<file path="src/rtl/bus_arb_pkg.sv">
// Shared types and constants for the I/D Avalon-MM bus arbiter.
package bus_arb_pkg;

    typedef enum logic [1:0] {IDLE, BUSY_I, BUSY_D} arb_state_t;
    typedef enum logic {REQ_I, REQ_D} req_id_t;

    localparam logic [1:0] GRANT_NONE = 2'b00;
    localparam logic [1:0] GRANT_I    = 2'b01;
    localparam logic [1:0] GRANT_D    = 2'b10;

    localparam logic [31:0] DEFAULT_ERR_DATA = 32'hDEADBEEF;

endpackage

</file>
<file path="src/rtl/bus_watchdog.sv">
// Counts consecutive stalled bus cycles; expired is high once TIMEOUT is reached.
module bus_watchdog #(
    parameter int unsigned TIMEOUT = 1023
) (
    input  logic clk,
    input  logic reset,
    input  logic clear,
    input  logic count_en,
    output logic expired
);

    localparam int unsigned CW = (TIMEOUT > 0) ? $clog2(TIMEOUT + 1) : 1;
    localparam logic [CW-1:0] LIMIT = CW'(TIMEOUT);

    logic [CW-1:0] count;

    // Saturates at LIMIT so a held-off clear cannot wrap the counter.
    always_ff @(posedge clk) begin
        if (reset || clear)
            count <= '0;
        else if (count_en && count != LIMIT)
            count <= count + 1'b1;
    end

    assign expired = (TIMEOUT != 0) && (count == LIMIT);

endmodule

</file>
<file path="src/rtl/avalon_bus_arbiter.sv">
// Shares one Avalon-MM master between fetch (I) and load/store (D) requesters,
// alternating under contention and reporting stuck-bus timeouts.
module avalon_bus_arbiter
    import bus_arb_pkg::*;
#(
    parameter int unsigned       ADDR_W   = 32,
    parameter int unsigned       DATA_W   = 32,
    parameter int unsigned       TIMEOUT  = 1023,
    parameter logic [DATA_W-1:0] ERR_DATA = DEFAULT_ERR_DATA
) (
    input  logic                clk,
    input  logic                reset,
    input  logic [ADDR_W-1:0]   i_address,
    input  logic                i_read,
    output logic                i_waitrequest,
    output logic [DATA_W-1:0]   i_readdata,
    input  logic [ADDR_W-1:0]   d_address,
    input  logic                d_read,
    input  logic                d_write,
    input  logic [DATA_W-1:0]   d_writedata,
    input  logic [DATA_W/8-1:0] d_byteenable,
    output logic                d_waitrequest,
    output logic [DATA_W-1:0]   d_readdata,
    output logic [ADDR_W-1:0]   address,
    output logic                read,
    output logic                write,
    output logic [DATA_W-1:0]   writedata,
    output logic [DATA_W/8-1:0] byteenable,
    input  logic                waitrequest,
    input  logic [DATA_W-1:0]   readdata,
    output logic [1:0]          grant,
    output logic                bus_error
);

    arb_state_t state, state_next;
    req_id_t    last_grant, last_grant_next;
    logic       set_error;
    logic       wd_clear, wd_count_en, wd_expired;

    logic req_i, req_d;
    assign req_i = i_read;
    assign req_d = d_read | d_write;

    bus_watchdog #(.TIMEOUT(TIMEOUT)) u_watchdog (
        .clk      (clk),
        .reset    (reset),
        .clear    (wd_clear),
        .count_en (wd_count_en),
        .expired  (wd_expired)
    );

    assign wd_clear = (state == IDLE) || (state_next != state);

    always_ff @(posedge clk) begin
        if (reset) begin
            state      <= IDLE;
            last_grant <= REQ_D;
            bus_error  <= 1'b0;
        end else begin
            state      <= state_next;
            last_grant <= last_grant_next;
            bus_error  <= bus_error | set_error;
        end
    end

    always_comb begin
        state_next      = state;
        last_grant_next = last_grant;
        set_error       = 1'b0;
        wd_count_en     = 1'b0;
        address         = '0;
        read            = 1'b0;
        write           = 1'b0;
        writedata       = '0;
        byteenable      = '0;
        grant           = GRANT_NONE;
        i_waitrequest   = 1'b1;
        d_waitrequest   = 1'b1;
        i_readdata      = readdata;
        d_readdata      = readdata;

        case (state)
            IDLE: begin
                if (req_i && (!req_d || last_grant == REQ_D))
                    state_next = BUSY_I;
                else if (req_d)
                    state_next = BUSY_D;
            end

            BUSY_I: begin
                grant      = GRANT_I;
                address    = i_address;
                byteenable = '1;
                // Timeout wins over a late completion: the command is withdrawn this cycle.
                if (wd_expired) begin
                    i_waitrequest   = 1'b0;
                    i_readdata      = ERR_DATA;
                    set_error       = 1'b1;
                    last_grant_next = REQ_I;
                    state_next      = IDLE;
                end else if (!req_i) begin
                    state_next = IDLE;
                end else begin
                    read          = 1'b1;
                    i_waitrequest = waitrequest;
                    wd_count_en   = waitrequest;
                    if (!waitrequest) begin
                        last_grant_next = REQ_I;
                        state_next      = req_d ? BUSY_D : IDLE;
                    end
                end
            end

            BUSY_D: begin
                grant      = GRANT_D;
                address    = d_address;
                writedata  = d_writedata;
                byteenable = d_byteenable;
                if (wd_expired) begin
                    d_waitrequest   = 1'b0;
                    d_readdata      = ERR_DATA;
                    set_error       = 1'b1;
                    last_grant_next = REQ_D;
                    state_next      = IDLE;
                end else if (!req_d) begin
                    state_next = IDLE;
                end else begin
                    read          = d_read;
                    write         = d_write;
                    d_waitrequest = waitrequest;
                    wd_count_en   = waitrequest;
                    if (!waitrequest) begin
                        last_grant_next = REQ_D;
                        state_next      = req_i ? BUSY_I : IDLE;
                    end
                end
            end

            default: state_next = IDLE;
        endcase
    end

endmodule

</file>
<file path="config.mk">
export PLATFORM = sky130hd
export DESIGN_NAME = avalon_bus_arbiter
export DESIGN_NICKNAME = d
export VERILOG_FILES = /design/src/rtl/bus_arb_pkg.sv /design/src/rtl/bus_watchdog.sv /design/src/rtl/avalon_bus_arbiter.sv
export SDC_FILE = /design/constraint.sdc
export NUM_CORES = 1
export LEC_CHECK = 0
export BUFFER_PORTS_ARGS = -buffer_cell sky130_fd_sc_hd__buf_2
export CORE_AREA = 2 2 109 111
export CTS_BUF_LIST = sky130_fd_sc_hd__clkbuf_2
export CTS_CLUSTER_DIAMETER = 150
export DETAILED_ROUTE_END_ITERATION = 10
export DIE_AREA = 0 0 111 113
export REMOVE_ABC_BUFFERS = 1
export SYNTH_ARGS = -nofsm -noshare
export SYNTH_HDL_FRONTEND = slang
export SYNTH_SLANG_ARGS = --single-unit
</file>
<file path="constraint.sdc">
create_clock -name clk -period 2.5 [get_ports clk]
set_input_delay 0.25 -clock clk [delete_from_list [all_inputs] [get_ports clk]]
set_output_delay 0.25 -clock clk [all_outputs]
set_load 0.03 [all_outputs]
</file>
==> Yosys cells after proc, flatten, opt, wreduce, memory -nomap -nowiden <==
Cells that the tools add are included.
{ "word_totals": {"regBits": 14, "inputBits": 138, "output_inout_bits": 139, "wordCells": 72} }
{ "op_classes": {"addsub": 1, "eq_ne": 9, "muxes": 46, "bitwise": 2, "reduce_logical": 10} }
{ "op_table": {"columns": ["cell", "count"], "rows": [
  ["32-bit two-way mux", 4],
  ["32-bit one-hot mux with 2 select lines", 1],
  ["1-bit two-way mux", 26],
  ["2-bit two-way mux", 9],
  ["3-bit by 2-bit != test with 1-bit output (second input constant)", 4],
  ["10-bit by 1-bit adder with 10-bit output (second input constant)", 1],
  ["10-bit == test (second input constant)", 1],
  ["10-bit != test (second input constant)", 1],
  ["4-bit one-hot mux with 2 select lines", 1],
  ["1-bit one-hot mux with 2 select lines", 3],
  ["2-bit one-hot mux with 3 select lines", 1],
  ["5-bit AND reduction", 1],
  ["2-bit one-hot mux with 2 select lines", 1],
  ["1-bit logical OR", 3],
  ["2-bit by 1-bit == test with 1-bit output (second input constant)", 1],
  ["2-bit == test (second input constant)", 1],
  ["1-bit logical AND", 2],
  ["2-bit logical NOT", 1],
  ["2-bit != test", 1],
  ["1-bit bitwise OR", 2],
  ["2-bit nonzero test", 1],
  ["2-bit OR reduction", 1],
  ["1-bit logical NOT", 1]
]} }

==> Logic depth before layout (Yosys ltp) <==
Gate-level depths: netlist (run 1).
{ "logic_depth": {"word_depth": 9, "ltp_mapped": 7, "mapped_depth_nobuf": 7} }

==> Hierarchy <==
From an unflattened synthesis (run 1), not the netlist that was laid out.
{ "hier_totals": {"hier_cells": 305, "area_unflattened_um2": 2124.5} }
{ "by_module_without_submodules": {"columns": ["mod", "n_inst", "cells_each", "area_per_inst_um2", "seq_area_each_um2"], "rows": [
  ["avalon_bus_arbiter", 1, 249, 1616.6, 80.1],
  ["bus_watchdog", 1, 56, 508.0, 200.2]
]} }

==> Worst setup path after synthesis (run 1) <==
OpenSTA, ideal clock, no wires.
{ "synth_path": {"path_kind": "reg-to-output", "from": "reg state[0]", "to": "out address[14]", "t_arrival_ps": 1961, "required_time_ps": 2250, "setup_slack_ps": 289, "path_stages_with_launch": 6, "n_path_buf": 2, "cell_sequence": "dfxtp_1 -> ha_1 -> and2_1 -> clkbuf_1 -> buf_1 -> a22o_1"} }
{ "synth_between": {"elab_chain_cells": 2, "word_cells_on_any_way": 3, "cone_classes": "eq/ne (2); mux (1)"} }
{ "synth_rtl": {"columns": ["item", "line_no", "text"], "rows": [
  ["start, declared", "avalon_bus_arbiter.sv:35", "arb_state_t state, state_next;"],
  ["start signal, assigned", "avalon_bus_arbiter.sv:60", "state <= state_next;"],
  ["2-bit == test or 2-bit by 1-bit == test with 1-bit output (tied branches)", "avalon_bus_arbiter.sv:82", "case (state)"],
  ["32-bit one-hot mux with 2 select lines *", "avalon_bus_arbiter.sv:82", null],
  ["end, declared", "avalon_bus_arbiter.sv:24", "output logic [ADDR_W-1:0] address,"]
]} }
Every way passes the cells marked *; elsewhere a longest branch is shown, timed or not.

==> Worst setup path after layout (run 1) <==
{ "layout_path": {"from": "reg state[0]", "to": "out read"} }
{ "layout_between": {"elab_chain_cells": 2, "word_cells_on_any_way": 3, "cone_classes": "eq/ne (2); mux (1)"} }
{ "layout_rtl": {"columns": ["item", "line_no", "text"], "rows": [
  ["2-bit == test or 2-bit by 1-bit == test with 1-bit output (tied branches)", "avalon_bus_arbiter.sv:82", null],
  ["1-bit one-hot mux with 2 select lines *", "avalon_bus_arbiter.sv:82", null],
  ["end, declared", "avalon_bus_arbiter.sv:25", "output logic read,"]
]} }
Marks and branches as above.

==> results of run 1 <==
-- timing repair --
action                                  CTS  global route
cloned                                    0             0
gates resized for setup                   4             5
endpoints found under the setup margin   99            86
endpoints found under the hold margin     0             0
hold buffers                              0             0
-- routing by layer --
layer	global-route usage	up-vias	routed length (microns)
met4	0.02333	0	119
met1	0.1771	1348	4104
met2	0.2380	125	4649
met3	0.02464	10	621
li1	-	1434	-
met5	0	-	0
-- metrics by stage --
stage,setup slack (ns),utilization,area [sq um]
after detailed placement,0.06586,0.3031,3417
final,0.1616,0.3065,3455
after floorplan,-0.4768,-,1807
after CTS,0.04883,0.3051,3440
after global placement,0.1638,0.3031,3417
after global routing,0.02137,0.3060,3450
-- cells by family after synthesis --
family,count (synthesis),share of synthesized area
AOI/OAI and AO/OA,58,0.2512
xor gates and xnor gates,9,0.04142
adders and majority gates,5,0.03287
buffers and inverters,25,0.05655
DFF,14,0.1473
muxes,1,0.005260
and+or+nand+nor,152,0.4655
-- cells in the final DEF (no fill, tap or decap), types with 3 or more instances in the layout --
cell and instances:
buf_2 276, or2_1 48, and2_1 35, a22o_1 32, nor2b_1 18, nor2_1 13, nand2_1 12, dfxtp_1 12
nand4_1 9, xor2_1 9, a21o_1 5, a21oi_1 5, nor3_1 4, ha_1 4, and3_1 3, inv_1 3
o21ai_0 3, nand3_1 3, clkbuf_2 3, buf_4 3
-- how the worst min path moves through the flow --
| stage | startpoint | endpoint | slack (ns) | depth (start not counted) |
|---|---|---|---|---|
| after global placement | u_watchdog.count[1] | u_watchdog.count[1] | 0.48 | 2 |
| after detailed placement | bus_error | bus_error | 0.48 | 2 |
| after global routing | reset | bus_error | 0.23 | 2 |
| after CTS | reset | state[0] | 0.19 | 2 |
| after floorplan | reset | bus_error | 0.32 | 1 |
| final | reset | state[0] | 0.21 | 2 |
-- sequential cells by signal (all words and copies together) (netlist names) --
name	count
state	2
bus_error	1
last_grant	1
u_watchdog.count	10
-- area by class of cell --
class	count	area, sq um	area share
Multi-Input combinational cell	225	1523	0.4408
Timing Repair Buffer	281	1439	0.4165
Sequential cell	14	282.8	0.08185
Tap cell	143	178.9	0.05179
Clock buffer	3	15.01	0.004346
Inverter	3	11.26	0.003260
Antenna cell	2	5.005	0.001449
-- power by group through the flow --
stage | Combinational [W] | Sequential (W) | Clock (W)
floorplan | 0.000704 | 0.000254 | 0
CTS | 0.00109 | 0.000255 | 0.000104
global placement | 0.00107 | 0.000260 | 0
finish | 0.00109 | 0.000256 | 0.000101
detailed placement | 0.00108 | 0.000260 | 0
global route | 0.00116 | 0.000259 | 0.000110
==> impl_metrics.json, run 1 <==
{
  "routed_via_density": 4.347,
  "netlist_area_sq_um": 1903,
  "leakagePower_nw": 1.986,
  "post_cts_buffers": 0,
  "place_congestion": 0.8852,
  "path_class": "flip-flop to output port",
  "cts.clk_slew.worst_paths_ns": 0.13,
  "path_cells": "inv_1, ha_2, and2_1, buf_8, a22oi_1, nor2_1, buf_2",
  "ys_types": 36,
  "ff2ff_path_depth": 7,
  "outcome": "finished, final reports clean",
  "power.share.sequential": 0.177,
  "yosys.area.top_type": "or2_1",
  "timing.rr.start": "state[1]",
  "ys_ff_latch": 14,
  "rows": 39,
  "endpoint": "read",
  "worst_pin_slew_ns": 0.4475,
  "tns_ns": 0,
  "yosysSeqAreaShare": 0.1473,
  "routed_wl_microns": 9494,
  "critical_path_required_ns": 2.25,
  "drc": 0,
  "synth-warning-count": 0,
  "hold_viol": 0,
  "skew_ns": 0.003388,
  "finalMaxSlewViolations": 0,
  "p_switching_w": 0.0007962,
  "grt_pass1_vias": 2680,
  "drt-wirelength-per-cell_microns": 14.15,
  "crit_fanout": 37,
  "vdd_drop_max_mv": 0.1908,
  "layout-drive-gt1-share": 0.5551,
  "ys.flop_type": "dfxtp_1",
  "gr-total-overflow": 0,
  "num-nets-final": 671,
  "async_reset_ff_frac": 0,
  "antenna_found_initial": 1,
  "clock_sinks": 14,
  "die_area_sq_um": 12540,
  "die_w_microns": 111,
  "synth.avg_cell_area_sq_um": 7.209,
  "yosysTopAreaCellShare": 0.1578,
  "instances_no_fill": 671,
  "clock_latency_ns": 0.27,
  "p_int_w": 0.0006480,
  "fin_crit_sh": 0.9354,
  "crit_slowest_cell": "dfxtp_2",
  "hp-class": "primary input to flip-flop",
  "final.min_clock_period_ns": 2.338,
  "r2r_slack_ns": 0.48,
  "place_inst": 666,
  "p_per_area_nw_per_um2": 418.1,
  "path_depth": 7,
  "grt_start_max_net_pins": 38,
  "yosysMostFrequentCell": "or2_1",
  "die_h_microns": 113,
  "port_buffers": 276,
  "start_util": 0.1688,
  "cts_buffers": 3,
  "grt_first_pass_wirelength_microns": 14070,
  "setup-violations-final": 0,
  "fillers": 1188,
  "slew_headroom": 0.7016,
  "rr_endpoint": "u_watchdog.count[6]",
  "ant_nets": 0,
  "synth_edf_count": 0,
  "vias": 2917,
  "whs_ns": 0.2097,
  "crit_start": "state[0]",
  "crit_path_max_incr_delay_ns": 0.43,
  "drt_iter0_drc": 187,
  "grt.total_usage": 0.1358,
  "max_freq_mhz": 427.6,
  "clock_power_share": 0.070,
  "root_buffer": "clkbuf_2",
  "swShare": 0.5513,
  "arrival_ns": 2.09,
  "synth_area_leaders": "or2_1 (16%), a22o_1 (15%), dfxtp_1 (15%)",
  "synth_common_cells": "or2_1 (48), and2_1 (37), a22o_1 (32)",
  "path_buf_inv": 3,
  "cp-end-kind": "output port",
  "critPathLaunchType": "flip-flop",
  "drtPass1Iterations": 4,
  "tritoncts": "built",
  "htreeDepth": 1,
  "cts_max_path_buffers": 2,
  "rsz0062_at_grt": "no",
  "cp_top_family": "buffers and inverters",
  "syn2layout_area_growth_pct": 81.53,
  "power_frac_comb": 0.752,
  "maxCapViolCount": 0,
  "coreArea_sq_um": 11270,
  "ios": 277,
  "dp_hpwl_microns": 8147,
  "netlist_instances": 264,
  "fin_total_pwr_w": 0.001444
}
Power figures use the tool's default switching activity.
==> run 2: changes to the inputs <==
==> constraint.sdc (replaced) <==
create_clock -name clk -period 2.5 [get_ports clk]
set_input_delay 0.25 -clock clk [delete_from_list [all_inputs] [get_ports clk]]
set_output_delay 0.25 -clock clk [all_outputs]
set_load 0.01 [all_outputs]
==> run 2 against run 1 <==
Net effect:
- sequential power barely moved
- sequential share of layout area barely moved
- combinational power fell by 28%
- die area did not move
- register-to-register slack barely moved
- critical path depth did not move
- largest power group unchanged
- hold slack improved by 0.0067 ns
- critical path type unchanged
- clock power rose by 8%
- count of clock-buffer cells in the layout did not move
- first-iteration DRC count fell by 15%
- non-clock buffer count rose by 2
- total power fell by 20%
==> impl_metrics.json, run 2 (synthesized netlist as in run 1, its figures left out) <==
{
  "grt_start_max_net_pins": 38,
  "p_int_w": 0.0006461,
  "final_core_utilization": 0.3082,
  "finalMaxSlewViolations": 0,
  "crit_path_max_incr_delay_ns": 0.40,
  "whs_ns": 0.2165,
  "critical_path_required_ns": 2.25,
  "root_buffer": "clkbuf_2",
  "clock_sinks": 14,
  "leakagePower_nw": 1.995,
  "cts_buffers": 3,
  "post_cts_buffers": 0,
  "routed_wl_microns": 9558,
  "cts_max_path_buffers": 2,
  "coreArea_sq_um": 11270,
  "place_congestion": 0.9103,
  "worst_pin_slew_ns": 0.4529,
  "rsz0062_at_grt": "no",
  "largest_reg_flops": 10,
  "critPathLaunchType": "flip-flop",
  "path_class": "flip-flop to output port",
  "vdd_drop_max_mv": 0.1566,
  "setup-violations-final": 0,
  "slew_headroom": 0.6981,
  "ios": 277,
  "max_freq_mhz": 434.5,
  "tritoncts": "built",
  "reg_top3": "u_watchdog.count x10, state x2",
  "p_switching_w": 0.0005060,
  "num-nets-final": 673,
  "arrival_ns": 2.05,
  "maxCapViolCount": 0,
  "routed_via_density": 4.319,
  "hp-class": "primary input to flip-flop",
  "antenna_found_initial": 2,
  "final.min_clock_period_ns": 2.302,
  "clock_power_share": 0.095,
  "cp_top_family": "simple AND/OR/NAND/NOR gates",
  "syn2layout_area_growth_pct": 82.58,
  "grt.total_usage": 0.1381,
  "ant_nets": 0,
  "cp-end-kind": "output port",
  "layout-drive-gt1-share": 0.5539,
  "skew_ns": 0.01345,
  "path_cells": "ha_2, and3_1, and4_4, and2_1, buf_6, or2_1, buf_2",
  "gr-total-overflow": 0,
  "fin_crit_sh": 0.9207,
  "clock_latency_ns": 0.28,
  "p_per_area_nw_per_um2": 331.6,
  "dp_hpwl_microns": 8304,
  "port_buffers": 276,
  "grt_pass1_vias": 2695,
  "power_frac_comb": 0.681,
  "vias": 2911,
  "mostFrequentLayoutCells": "buf_2 (276), or2_1 (48), and2_1 (37)",
  "top_register": "u_watchdog.count",
  "drt_iter0_drc": 159,
  "outcome": "finished, final reports clean",
  "swShare": 0.4392,
  "htreeDepth": 1,
  "drt-wirelength-per-cell_microns": 14.18,
  "hold_viol": 0,
  "start_util": 0.1688,
  "final_common_cell": "buf_2",
  "die_h_microns": 113,
  "path_buf_inv": 2,
  "die_area_sq_um": 12540,
  "hold_buffers": 0,
  "crit_slowest_cell": "dfxtp_1",
  "drtPass1Iterations": 5,
  "rows": 39,
  "power.share.sequential": 0.224,
  "die_w_microns": 111,
  "crit_fanout": 32,
  "cts.clk_slew.worst_paths_ns": 0.13,
  "drc": 0,
  "grt_first_pass_wirelength_microns": 14390
}
-- run 2: cell count changes in the layout (fill, tap and decap cells not counted), sizes merged --
cell    before  now
buf        281  283
clkinv       0    1
-- run 2: per-stage QoR --
stage	total power (W)	std cells	setup WS (ns)	instance area, sq um	setup TNS (ns)
global placement	0.001032	668	0.2945	3432	0
floorplan	0.0006601	242	-0.09022	1807	-0.09022
global route	0.001243	672	0.02964	3470	0
detailed placement	0.001041	668	0.2842	3432	0
CTS	0.001155	672	0.02742	3452	0
finish	0.001152	674	0.1984	3475	0
-- run 2: cell type report --
cell class | count | area [sq um]
fillers | 1224 | 7797
multi-input cells | 225 | 1520
repair buffers | 283 | 1458
flip-flops and latches | 14 | 282.8
well taps | 143 | 178.9
clock buffers | 3 | 15.01
inverters | 3 | 11.26
diodes | 2 | 5.005
clock inverters | 1 | 3.754
-- run 2: layer usage --
layer | track usage | up-vias | wire length (microns)
met5 | 0 | - | 0
met4 | 0.01167 | 0 | 14
met3 | 0.03374 | 4 | 621
met2 | 0.2401 | 125 | 4826
met1 | 0.1811 | 1339 | 4096
li1 | - | 1443 | -
-- run 2: worst register-to-register path, stage by stage (launching register included) --
cell and delay [ns]:
dfxtp_2 0.39, inv_1 0.15, ha_1 0.28, o21ai_1 0.19, a21o_1 0.22, a31oi_1 0.29
o2111ai_4 0.27, a21oi_2 0.17
-- run 2: power groups by stage --
stage / registers (W) / logic [W] / clock network, W
global route: 0.000260 / 0.000853 / 0.000129
detailed placement: 0.000260 / 0.000781 / 0
CTS: 0.000255 / 0.000786 / 0.000114
floorplan: 0.000254 / 0.000406 / 0
global placement: 0.000259 / 0.000773 / 0
finish: 0.000258 / 0.000785 / 0.000109
-- run 2: timing repair --
action	CTS	global route
pin swaps	0	0
gates resized for setup	1	7
endpoints found under the setup margin	32	101
-- run 2: worst paths after layout --
path	startpoint	to	slack, ns	cells after the start
setup / recovery	u_watchdog.count[0]	i_readdata[15]	0.20	7
hold / removal	reset	state[1]	0.22	2
setup reg to reg	state[0]	u_watchdog.count[1]	0.49	7
hold reg to reg	u_watchdog.count[1]	u_watchdog.count[1]	0.51	2
